File: src/rtl/cdb_arbiter_if.sv
// Result-producer handshake and Common Data Bus broadcast signals for cdb_arbiter.
// Each req_* vector packs one field per requester, requester i at slice i.
interface cdb_arbiter_if #(
    parameter int NUM_REQ    = 4,
    parameter int DATA_WIDTH = 32,
    parameter int TAG_WIDTH  = 3
);
    localparam int SRC_W = $clog2(NUM_REQ);

    logic [NUM_REQ-1:0]            req_valid;
    logic [NUM_REQ-1:0]            req_ready;
    logic [NUM_REQ*TAG_WIDTH-1:0]  req_tag;
    logic [NUM_REQ*DATA_WIDTH-1:0] req_value;
    logic [NUM_REQ*5-1:0]          req_dest_reg;

    logic                  cdb_valid;
    logic [TAG_WIDTH-1:0]  cdb_tag;
    logic [DATA_WIDTH-1:0] cdb_value;
    logic [4:0]            cdb_dest_reg;
    logic [SRC_W-1:0]      cdb_src;

    // Producer side: functional units and whatever consumes the CDB.
    modport master (
        output req_valid, req_tag, req_value, req_dest_reg,
        input  req_ready, cdb_valid, cdb_tag, cdb_value, cdb_dest_reg, cdb_src
    );

    // Arbiter side.
    modport slave (
        input  req_valid, req_tag, req_value, req_dest_reg,
        output req_ready, cdb_valid, cdb_tag, cdb_value, cdb_dest_reg, cdb_src
    );
endinterface

File: src/rtl/cdb_arbiter.sv
// Round-robin arbiter from per-unit one-entry holding registers onto a registered CDB.
// A granted slot is re-armed on the same edge, so one producer can stream one result per cycle.
module cdb_arbiter #(
    parameter int NUM_REQ    = 4,
    parameter int DATA_WIDTH = 32,
    parameter int TAG_WIDTH  = 3
) (
    input  logic         clk,
    input  logic         rst_n,
    input  logic         flush,
    cdb_arbiter_if.slave bus
);
    localparam int               SRC_W    = $clog2(NUM_REQ);
    localparam logic [SRC_W-1:0] LAST_IDX = SRC_W'(NUM_REQ - 1);
    localparam logic [SRC_W:0]   NREQ_W   = (SRC_W + 1)'(NUM_REQ);

    logic [NUM_REQ-1:0]    hold_vld_p0;
    logic [TAG_WIDTH-1:0]  hold_tag_p0 [NUM_REQ];
    logic [DATA_WIDTH-1:0] hold_val_p0 [NUM_REQ];
    logic [4:0]            hold_dst_p0 [NUM_REQ];
    logic [SRC_W-1:0]      rr_ptr;

    logic                  cdb_vld_p1;
    logic [TAG_WIDTH-1:0]  cdb_tag_p1;
    logic [DATA_WIDTH-1:0] cdb_val_p1;
    logic [4:0]            cdb_dst_p1;
    logic [SRC_W-1:0]      cdb_src_p1;

    logic                  grant_any;
    logic [SRC_W-1:0]      grant_idx;
    logic [NUM_REQ-1:0]    grant;
    logic [NUM_REQ-1:0]    ready_c;
    logic [NUM_REQ-1:0]    accept;
    logic [SRC_W:0]        scan;
    logic [SRC_W-1:0]      ptr_next;

    // Rotating priority search over occupied holding slots, starting at rr_ptr.
    always_comb begin
        grant_any = 1'b0;
        grant_idx = '0;
        grant     = '0;
        scan      = '0;
        for (int k = 0; k < NUM_REQ; k++) begin
            scan = {1'b0, rr_ptr} + (SRC_W + 1)'(k);
            if (scan >= NREQ_W) scan = scan - NREQ_W;
            if (!grant_any && hold_vld_p0[scan[SRC_W-1:0]]) begin
                grant_any = 1'b1;
                grant_idx = scan[SRC_W-1:0];
            end
        end
        if (grant_any) grant[grant_idx] = 1'b1;
    end

    assign ready_c  = flush ? '0 : (~hold_vld_p0 | grant);
    assign accept   = bus.req_valid & ready_c;
    assign ptr_next = (grant_idx == LAST_IDX) ? '0 : grant_idx + SRC_W'(1);

    // Stage p0: holding registers capture producer results.
    always_ff @(posedge clk) begin
        for (int i = 0; i < NUM_REQ; i++) begin
            if (accept[i]) begin
                hold_tag_p0[i] <= bus.req_tag[i*TAG_WIDTH +: TAG_WIDTH];
                hold_val_p0[i] <= bus.req_value[i*DATA_WIDTH +: DATA_WIDTH];
                hold_dst_p0[i] <= bus.req_dest_reg[i*5 +: 5];
            end
        end
    end

    // Stage p1: winner moves onto the CDB; flush wins over accept and grant.
    always_ff @(posedge clk or negedge rst_n) begin
        if (!rst_n) begin
            hold_vld_p0 <= '0;
            rr_ptr      <= '0;
            cdb_vld_p1  <= 1'b0;
            cdb_tag_p1  <= '0;
            cdb_val_p1  <= '0;
            cdb_dst_p1  <= '0;
            cdb_src_p1  <= '0;
        end else if (flush) begin
            hold_vld_p0 <= '0;
            cdb_vld_p1  <= 1'b0;
        end else begin
            hold_vld_p0 <= (hold_vld_p0 & ~grant) | accept;
            cdb_vld_p1  <= grant_any;
            if (grant_any) begin
                rr_ptr     <= ptr_next;
                cdb_tag_p1 <= hold_tag_p0[grant_idx];
                cdb_val_p1 <= hold_val_p0[grant_idx];
                cdb_dst_p1 <= hold_dst_p0[grant_idx];
                cdb_src_p1 <= grant_idx;
            end
        end
    end

    assign bus.req_ready    = ready_c;
    assign bus.cdb_valid    = cdb_vld_p1;
    assign bus.cdb_tag      = cdb_tag_p1;
    assign bus.cdb_value    = cdb_val_p1;
    assign bus.cdb_dest_reg = cdb_dst_p1;
    assign bus.cdb_src      = cdb_src_p1;
endmodule
File: src/flat_wrapper.sv
// flat-port wrapper written by rule: the top's interface ports become plain ports
module cdb_arbiter_flat 
#(
    parameter int NUM_REQ    = 4,
    parameter int DATA_WIDTH = 32,
    parameter int TAG_WIDTH  = 3
)
  (clk, rst_n, flush, bus_req_valid, bus_req_tag, bus_req_value, bus_req_dest_reg, bus_req_ready, bus_cdb_valid, bus_cdb_tag, bus_cdb_value, bus_cdb_dest_reg, bus_cdb_src);
  cdb_arbiter_if #(.NUM_REQ(NUM_REQ), .DATA_WIDTH(DATA_WIDTH), .TAG_WIDTH(TAG_WIDTH)) bus_i ();
  input  logic clk;
  input  logic rst_n;
  input  logic flush;
  input wire logic [$bits(bus_i.req_valid)-1:0] bus_req_valid;
  input wire logic [$bits(bus_i.req_tag)-1:0] bus_req_tag;
  input wire logic [$bits(bus_i.req_value)-1:0] bus_req_value;
  input wire logic [$bits(bus_i.req_dest_reg)-1:0] bus_req_dest_reg;
  output wire logic [$bits(bus_i.req_ready)-1:0] bus_req_ready;
  output wire logic [$bits(bus_i.cdb_valid)-1:0] bus_cdb_valid;
  output wire logic [$bits(bus_i.cdb_tag)-1:0] bus_cdb_tag;
  output wire logic [$bits(bus_i.cdb_value)-1:0] bus_cdb_value;
  output wire logic [$bits(bus_i.cdb_dest_reg)-1:0] bus_cdb_dest_reg;
  output wire logic [$bits(bus_i.cdb_src)-1:0] bus_cdb_src;
  assign bus_i.req_valid = bus_req_valid;
  assign bus_i.req_tag = bus_req_tag;
  assign bus_i.req_value = bus_req_value;
  assign bus_i.req_dest_reg = bus_req_dest_reg;
  assign bus_req_ready = bus_i.req_ready;
  assign bus_cdb_valid = bus_i.cdb_valid;
  assign bus_cdb_tag = bus_i.cdb_tag;
  assign bus_cdb_value = bus_i.cdb_value;
  assign bus_cdb_dest_reg = bus_i.cdb_dest_reg;
  assign bus_cdb_src = bus_i.cdb_src;
  cdb_arbiter #(.NUM_REQ(NUM_REQ), .DATA_WIDTH(DATA_WIDTH), .TAG_WIDTH(TAG_WIDTH)) u_core (.clk(clk), .rst_n(rst_n), .flush(flush), .bus(bus_i));
endmodule
File: config.mk
export PLATFORM = sky130hd
export DESIGN_NAME = cdb_arbiter_flat
export DESIGN_NICKNAME = d
export VERILOG_FILES = /design/src/rtl/cdb_arbiter_if.sv /design/src/rtl/cdb_arbiter.sv /design/src/flat_wrapper.sv
export SDC_FILE = /design/constraint.sdc
export NUM_CORES = 1
export LEC_CHECK = 0
export CELL_PAD_IN_SITES_DETAIL_PLACEMENT = 0
export CELL_PAD_IN_SITES_GLOBAL_PLACEMENT = 1
export CORE_MARGIN = 2
export CORE_UTILIZATION = 40
export CTS_CLUSTER_DIAMETER = 50
export DETAILED_ROUTE_END_ITERATION = 10
export DONT_BUFFER_PORTS = 1
export PLACE_DENSITY_LB_ADDON = 0.1
export SLEW_MARGIN = 30
export SYNTH_ARGS = -nofsm -noshare
export SYNTH_HDL_FRONTEND = slang
export SYNTH_SLANG_ARGS = --single-unit
File: constraint.sdc
create_clock -name clk -period 6.05 [get_ports clk]
set_input_delay 0.9075 -clock clk [delete_from_list [all_inputs] [get_ports clk]]
set_output_delay 0.9075 -clock clk [all_outputs]
set_load 0.005 [all_outputs]
==> results of run 1 <==
## where the power goes
group          switching, uW  internal, uW  total, uW
Sequential               124          1730       1850
Combinational            243           188        432
Clock                    558           859       1420
## cells in the final DEF (no fill, tap or decap), drive strengths merged, types with 5 or more instances in the layout
cell type,synthesis,layout
nor2,6,6
buf,15,8
a21oi,43,43
clkinv,0,7
edfxtp,160,160
inv,7,7
mux2,41,41
o22ai,38,38
o21ai,5,5
clkbuf,8,33
nand2,6,6
mux2i,40,40
dfrtp,49,49
## stage by stage
step	std cells	util	total power [uW]	setup slack [ns]	area [um^2]
after floorplan	443	-	2200	1.20	7830
after global routing	740	0.459	3860	2.55	8870
after detailed placement	693	0.418	2320	2.76	8080
after CTS	737	0.458	3750	2.64	8860
after global placement	693	0.417	2310	2.29	8070
final	740	0.459	3700	2.70	8870
## worst max-delay path: stages (launching register included)
cell      delay [ns]
dfrtp_1         0.43
mux2_1          0.39
o221ai_4        0.21
buf_4           0.48
o21ai_0         0.22
nor2b_1         0.19
## path summary, 6_finish.rpt
check / to / cells past startpoint / from
worst min-delay path: u_core.bus.cdb_value[31] / 0 / rst_n
min in group clk: u_core.hold_vld_p0[1] / 1 / flush
worst max register to register: u_core.bus.cdb_value[29] / 7 / u_core.rr_ptr[1]
worst max-delay path: bus_req_ready[1] / 5 / u_core.rr_ptr[1]
max in group asynchronous: u_core.bus.cdb_dest_reg[0] / 0 / rst_n
worst min register to register: u_core.bus.cdb_value[6] / 2 / u_core.hold_val_p0[1][6]
## cell type report
type / instances / area, um^2 / area share
Antenna cell: 3 / 7.51 / 0.000846
Sequential cell: 209 / 6030 / 0.680
Inverter: 7 / 27.5 / 0.00310
Clock inverter: 11 / 118 / 0.0133
Multi-Input combinational cell: 204 / 1630 / 0.184
Timing Repair Buffer: 8 / 60.1 / 0.00677
Tap cell: 265 / 332 / 0.0374
Clock buffer: 33 / 666 / 0.0750
## layer usage
metal	share of wire	GRT usage	vias up	routed length, um
met4	0.023	0.0464	2	406
met1	0.39	0.199	1931	6960
met3	0.089	0.0673	30	1580
met2	0.49	0.283	144	8760
met5	0.00040	0	-	7
li1	-	-	1759	-
## cells by family after synthesis
group / after synthesis / share of synthesized area
flops: 209 / 0.770
compound gates: 95 / 0.0719
mux: 81 / 0.110
buf+inv: 30 / 0.0281
simple gates: 27 / 0.0184
fa+ha+maj: 1 / 0.00160
==> reports/results.tsv, run 1 <==
metric	value	unit
outcome	finished clean	
final.min_clock_period	3.35	ns
drt_iter0_drc	194	
ant_nets	0	
hold_violations	0	
die_x	144	um
r2r_slack	2.93	ns
rsz0062_at_grt	false	
cts_hold_buffers	0	
cts_setup_buffers	0	
worst_ir_drop_vdd	0.000233	V
overflow	0	
root_buffer	clkbuf_16	
ys_ff_latch	209	
fmax	0.299	GHz
report.final.slew_viol_count	0	
finalSetupTns	0	ns
ys_top_cells_by_area	edfxtp_1 61%, dfrtp_1 16%, mux2_2 5.8%	
cp_max_fo	31	
fp.dieArea	20700	um^2
clk_pin_slew	0.06	ns
cts.sinks	209	
antenna_found_initial	6	
synth_warnings	0	
yosysTopAreaCellShare	0.613	
port_buffers	0	
seq_area_frac_synth	0.770	
grt_pass1_wl	25500	um
synth_edf_count	160	
cap_viol_max_count	0	
cts_tree	built	
async_flop_share	0.234	
path_class	register to output pin	
ys.flop_type	edfxtp_1	
cts_resized	0	
largest_register_ffs	128	
holdWs	0.0954	ns
start_util	0.405	
die_h	144	um
syn_area	7830	um^2
min_path_type	primary input to asynchronous set/reset pin	
drc	0	
cts.htree.levels	1	
cts_made_buffers	25	
final_nets	623	
vias	3866	
fillers	1681	
total_leakage_power	0.00316	uW
syn_to_final_growth	13.2	%
ios	214	
wl	17700	um
syn_nets	611	
clk_latency	0.51	ns
synth.avg_cell_area	17.7	um^2
clock_skew	0.0159	ns
wl_per_cell	23.9	um
critPathArrivalTime	2.44	ns
yosysMostFrequentCell	edfxtp_1	
synthCells	443	
power.density	417	nW/um^2
cp.required	5.14	ns
worst_pin_slew	0.822	ns
ys_types	36	
fin_crit_sh	0.553	
coreArea	19300	um^2
grt_pass1_vias	4211	
gp_congestion	0.697	
drive_gt1_frac	0.203	
drt-pass1-iter-count	4	
setup_viol	0	
synth.top_cells.by_count	160 x edfxtp_1, 49 x dfrtp_1, 43 x a21oi_1, 40 x mux2_2, 40 x mux2i_1	
hpwl	10800	um
clock_path_buffers	3	
fp-row-count	51	
routed_via_density	5.22	
crit_path_end_kind	output pin	
grtUsageTotal	0.168	
start_kind	register	
regMostFlops	u_core.hold_val_p0	
grt_max_degree	53	
maxSlewHeadroom	0.452	
synth_top_cell_by_area	edfxtp_1	
Note: power is estimated with default switching activity, not from simulation.
==> inputs of run 2 (changes only) <==
--- a/config.mk
+++ b/config.mk
@@ -5,6 +5,7 @@
 export SDC_FILE = /design/constraint.sdc
 export NUM_CORES = 1
 export LEC_CHECK = 0
+export ABC_AREA = 1
 export CELL_PAD_IN_SITES_DETAIL_PLACEMENT = 0
 export CELL_PAD_IN_SITES_GLOBAL_PLACEMENT = 1
 export CORE_MARGIN = 2
==> constraint.sdc (replaced) <==
create_clock -name clk -period 3.49 [get_ports clk]
set_input_delay 0.5235 -clock clk [delete_from_list [all_inputs] [get_ports clk]]
set_output_delay 0.5235 -clock clk [all_outputs]
set_load 0.005 [all_outputs]
==> run 2 against run 1 <==
Critical path depth increased by 8. Die area increased by 12%. Setup slack got worse by 2.5 ns. Synthesized area grew 12%. Critical endpoint is now bus_req_ready[2]. Synthesized cell count grew 95%. Register-to-register slack got worse by 2.4 ns. Non-clock buffer count rose by 9. Global-route usage up 2.7 points.
==> reports/results.tsv, run 2 <==
metric	value	unit
ant_nets	0	
dpl.cell_count	1116	
syn_nets	1032	
ys_top_cells_by_area	edfxtp_1 55%, nand2_1 15%, dfrtp_1 14%	
hold_violations	0	
syn_area	8800	um^2
clock_skew	0.00917	ns
crit_top_cell	nand2_1	
reg2reg_to	u_core.hold_val_p0[3][18]	
cts_tree	built	
final_cell_count_no_fill	1174	
setup_viol	0	
drt_iter0_drc	345	
yosys.area_share.simple	0.238	
r2r_start	u_core.rr_ptr[0]	
holdWs	0.0631	ns
final_cell_mix	353 x nand2_1, 160 x edfxtp_1, 125 x nand3_1	
path_class	register to output pin	
fp.dieArea	23200	um^2
hpwl	14500	um
synth_edf_count	160	
routed_via_density	4.98	
wl_per_cell	19.4	um
yosysTopAreaCellShare	0.546	
drive_gt1_frac	0.0868	
die_h	152	um
gp_congestion	0.776	
placed_cell_area	9090	um^2
total_power	11100	uW
critPathMaxStageDelay	0.48	ns
worst_pin_slew	0.926	ns
path_cells	inv_2 -> nand2_1 -> nand2_1 -> nand2_1 -> nand2_1 -> nor2_4 -> nand2_1 -> nand2_1 -> inv_1 -> o21ai_4 -> clkbuf_8 -> a21oi_2 -> nor2_1	
clk_latency	0.52	ns
synth_compound_area_frac	0.00696	
final_nets	1035	
cp.required	2.97	ns
start_kind	register	
root_buffer	clkbuf_16	
finalSetupTns	0	ns
clock_path_buffers	3	
antenna_found_initial	9	
power.density	1100	nW/um^2
layout_commonest_cell	nand2_1	
crit_path_end_kind	output pin	
drt-pass1-iter-count	5	
synthAdderAreaFrac	0.00142	
final.min_clock_period	3.25	ns
largest_register_ffs	128	
reg2reg_depth	14	
outcome	finished clean	
min_path_cells	1	
design_area	10100	um^2
total_leakage_power	0.00453	uW
cts.sinks	209	
grt_use_met2	0.317	
synth_top_cell_by_area	edfxtp_1	
synthCells	864	
coreArea	21700	um^2
ios	214	
port_buffers	0	
drc	0	
maxSlewHeadroom	0.382	
met3_usage	0.0657	
async_flop_share	0.234	
start_util	0.406	
fp-row-count	54	
hold_start	flush	
synth-xor-area-share	0	
ys_ff_latch	209	
cp_max_fo	39	
ys_types	26	
synth_top_family_by_area	simple AND/OR/NAND/NOR gates	
slowest_stage	dfrtp_2	
busiest_layer	met2	
vias	5841	
worstHoldEndpoint	u_core.hold_vld_p0[0]	
synth.top_cells.by_count	355 x nand2_1, 160 x edfxtp_1, 125 x nand3_1, 90 x inv_1, 49 x dfrtp_1	
die_x	152	um
met1_usage	0.250	
fin_crit_sh	0.931	
fmax	0.308	GHz
syn_to_final_growth	14.5	%
synth_warnings	0	
grtUsageTotal	0.194	
wl	22700	um
grt_pass1_vias	5775	
worst_ir_drop_vdd	0.00102	V
synth_mux_area_frac	0	
grt_pass1_wl	34800	um
r2r_slack	0.58	ns
overflow	0	
cts_made_buffers	27	
seq_area_frac_synth	0.685	
ys.flop_type	edfxtp_1	
fillers	2042	
cap_viol_max_count	0	
yosysMostFrequentCell	nand2_1	
synth.avg_cell_area	10.2	um^2
clk_pin_slew	0.05	ns
min_path_type	primary input to register	
critPathArrivalTime	2.73	ns
regMostFlops	u_core.hold_val_p0	
cts.htree.levels	1	
grt_max_degree	77	
report.final.slew_viol_count	0	
## run 2: cell count changes after synthesis, moves of 39 or more
cell	delta
inv_1	+85
a21oi_1	-39
nand3_1	+124
mux2i_1	-40
nand2_1	+349
mux2_2	-40
## run 2: repair_timing
item                                   CTS  global route
buffers inserted                         0             0
gates resized for setup                  2             3
hold buffers                             2             0
cloned                                   0             0
endpoints found under the hold margin   49             0
setup endpoints to repair                2             4
pin swaps                                0             0
## run 2: cell families after synthesis
logic type	after synthesis
AO/OA/AOI/OAI	11
adder cells (fa/ha/maj)	1
buffers and inverters	137
flip-flops	209
AND/OR/NAND/NOR	506
## run 2: where the power goes
part / total (uW) / internal, uW / switching, uW
registers: 3540 / 3240 / 298
logic: 4720 / 1370 / 3350
clock network: 2810 / 1770 / 1040
total: 11100 / 6380 / 4690
## run 2: critical path: cells and delay by family, from the launching register on
| kind | cells | cell delay, ns |
|---|---|---|
| buffers and inverters | 3 | 0.56 |
| AOI/OAI and AO/OA | 2 | 0.21 |
| DFF | 1 | 0.48 |
| and+or+nand+nor | 8 | 0.94 |
## run 2: metrics by stage
step / setup WS, ns / util
CTS: 0.0544 / 0.463
floorplan: 0.00123 / -
global placement: 0.426 / 0.419
detailed placement: 0.353 / 0.419
global route: -0.00331 / 0.464
finish: 0.241 / 0.465
## run 2: cell type report
type / count / area (um^2) / area share
antenna: 7 / 17.5 / 0.00174
multi-input combinational: 518 / 2260 / 0.224
clock inverter: 15 / 183 / 0.0181
timing repair buffer: 17 / 156 / 0.0155
inverter: 94 / 353 / 0.0350
clock buffer: 34 / 732 / 0.0726
tap: 280 / 350 / 0.0347
sequential: 209 / 6030 / 0.598
## run 2: worst max path at each step
stage / from / end / slack (ns) / depth (start not counted)
finish: u_core.rr_ptr[0] / bus_req_ready[2] / 0.24 / 13
global route: u_core.rr_ptr[0] / bus_req_ready[3] / -0.003 / 13
CTS: u_core.rr_ptr[0] / bus_req_ready[2] / 0.05 / 13
detailed placement: u_core.rr_ptr[0] / u_core.hold_val_p0[2][15] / 0.35 / 14
global placement: u_core.rr_ptr[0] / u_core.hold_val_p0[2][15] / 0.43 / 14
floorplan: u_core.rr_ptr[0] / u_core.hold_dst_p0[2][0] / 0.001 / 13
## run 2: per-layer routing
metal / up-vias / wire length (um) / part of all wire
li1: 2814 / - / -
met1: 2785 / 9360 / 0.41
met2: 195 / 10900 / 0.48
met3: 39 / 1870 / 0.082
met4: 8 / 498 / 0.022
met5: - / 63 / 0.0028
==> inputs of run 3 (changes only) <==
--- a/config.mk
+++ b/config.mk
@@ -6,10 +6,10 @@
 export NUM_CORES = 1
 export LEC_CHECK = 0
 export ABC_AREA = 1
-export CELL_PAD_IN_SITES_DETAIL_PLACEMENT = 0
-export CELL_PAD_IN_SITES_GLOBAL_PLACEMENT = 1
+export CELL_PAD_IN_SITES_DETAIL_PLACEMENT = 2
+export CELL_PAD_IN_SITES_GLOBAL_PLACEMENT = 2
 export CORE_MARGIN = 2
-export CORE_UTILIZATION = 40
+export CORE_UTILIZATION = 39
 export CTS_CLUSTER_DIAMETER = 50
 export DETAILED_ROUTE_END_ITERATION = 10
 export DONT_BUFFER_PORTS = 1
==> run 3 against run 2 <==
Via count grew 6.2%. Routed wire length grew 20%. Fmax shrank 1.6%. Utilization shrank 0.12 points. Clock power grew 3%. Final cell count grew 0.85%. Clock-buffer cell count grew 1. Worst hold slack lost 0.0068 ns. Critical path depth shrank 1.
==> reports/results.tsv, run 3 (same netlist as run 2, synthesis figures left out) <==
metric	value	unit
hold_start	flush	
clk_latency	0.54	ns
final.min_clock_period	3.30	ns
port_buffers	0	
switching_share	0.445	
largest_register_ffs	128	
r2r_start	u_core.rr_ptr[0]	
fp-row-count	54	
regMostFlops	u_core.hold_val_p0	
grt_pass1_wl	41100	um
grtUsageTotal	0.229	
vias	6206	
cts_made_buffers	27	
layout_commonest_cell	nand2_1	
clk_pin_slew	0.06	ns
grt_max_degree	77	
cts.sinks	209	
final_nets	1042	
crit_path_end_kind	output pin	
start_util	0.401	
ios	214	
clock_path_buffers	3	
worst_ir_drop_vdd	0.000635	V
drc	0	
crit_start	u_core.rr_ptr[0]	
rsz0062_at_grt	false	
comb_power_share	0.449	
drt_iter0_drc	284	
root_buffer	clkbuf_16	
fillers	2273	
p_int	6520	uW
final_cell_count_no_fill	1184	
total_leakage_power	0.00458	uW
syn_to_final_growth	15.6	%
p_sw	5230	uW
maxSlewHeadroom	0.372	
gp_congestion	0.779	
start_kind	register	
cap_viol_max_count	0	
min_path_type	primary input to register	
ff_latch_area	6030	um^2
die_x	154	um
multi_input_comb_area	2270	um^2
outcome	finished clean	
setup_viol	0	
routed_via_density	5.24	
dpl.cell_count	1118	
fp.dieArea	23800	um^2
power.density	1150	nW/um^2
ant_nets	0	
cts.htree.levels	1	
hpwl	17700	um
path_class	register to output pin	
cp_max_fo	39	
die_h	154	um
hold_violations	0	
antenna_found_initial	16	
drt-pass1-iter-count	4	
clock_skew	0.0166	ns
final_cell_mix	352 x nand2_1, 160 x edfxtp_1, 125 x nand3_1	
critPathArrivalTime	2.78	ns
grt_pass1_vias	6855	
fmax	0.303	GHz
total_power	11800	uW
report.final.slew_viol_count	0	
coreArea	22000	um^2
wl_per_cell	23.1	um
holdWs	0.0564	ns
cp.required	2.97	ns
fin_crit_sh	0.946	
worst_pin_slew	0.943	ns
drive_gt1_frac	0.102	
p_clk_frac	0.247	
wl	27300	um
pwr-share-seq	0.304	
overflow	0	
cts_tree	built	
-- run 3: worst paths after layout --
path / to / slack (ns) / cells after the start
max: bus_req_ready[2] / 0.19 / 12
min: u_core.hold_vld_p0[1] / 0.06 / 1
max reg2reg: u_core.bus.cdb_value[28] / 0.38 / 15
min reg2reg: u_core.bus.cdb_value[24] / 0.52 / 2
max in group asynchronous: u_core.bus.cdb_value[27] / 2.67 / 2
min in group asynchronous: u_core.bus.cdb_value[2] / 0.55 / 2
-- run 3: metal layers --
metal | share of wire | GRT usage
met5 | 0.0024 | 0
met4 | 0.028 | 0.0789
met3 | 0.062 | 0.0745
met2 | 0.52 | 0.410
met1 | 0.38 | 0.258
-- run 3: cell type report --
type | count | share of cell area
Multi-Input combinational cell | 519 | 0.223
Inverter | 94 | 0.0347
Sequential cell | 209 | 0.592
Antenna cell | 9 | 0.00221
Clock inverter | 15 | 0.0199
Clock buffer | 35 | 0.0732
Tap cell | 280 | 0.0344
Timing Repair Buffer | 23 | 0.0198
-- run 3: per-stage QoR --
| step | worst slack (ns) | utilization | cell area (um^2) | TNS, ns |
|---|---|---|---|---|
| floorplan | 0.00123 | - | 8830 | 0 |
| global placement | 0.160 | 0.415 | 9100 | 0 |
| detailed placement | -0.0650 | 0.415 | 9100 | -1.65 |
| CTS | 0.0495 | 0.461 | 10100 | 0 |
| global route | 0.0380 | 0.463 | 10200 | 0 |
| finish | 0.189 | 0.464 | 10200 | 0 |
-- run 3: repair_timing --
item | in CTS | in global routing
pin swaps | 1 | 0
gates resized for setup | 4 | 5
endpoints found under the setup margin | 29 | 4
cloned | 1 | 0
hold buffers | 2 | 0
setup buffers | 3 | 1
endpoints found under the hold margin | 49 | 0
-- run 3: worst max-delay path: stages (launching register included) --
cell      delay (ns)
dfrtp_2         0.45
buf_4           0.18
nand2_1         0.09
nand2_2         0.16
nand2_1         0.14
nand2_1         0.10
nor2_4          0.14
nand3_4         0.17
nand2_2         0.14
nand2_4         0.06
clkbuf_8        0.25
a21oi_4         0.25
nor2_1          0.12
-- run 3: power groups by stage --
stage / sequential (uW) / combinational, uW / clock [uW]
floorplan: 3470 / 3780 / 0
global placement: 3610 / 4800 / 0
detailed placement: 3640 / 5060 / 0
CTS: 3600 / 5310 / 2970
global route: 3630 / 5990 / 3060
finish: 3580 / 5270 / 2900
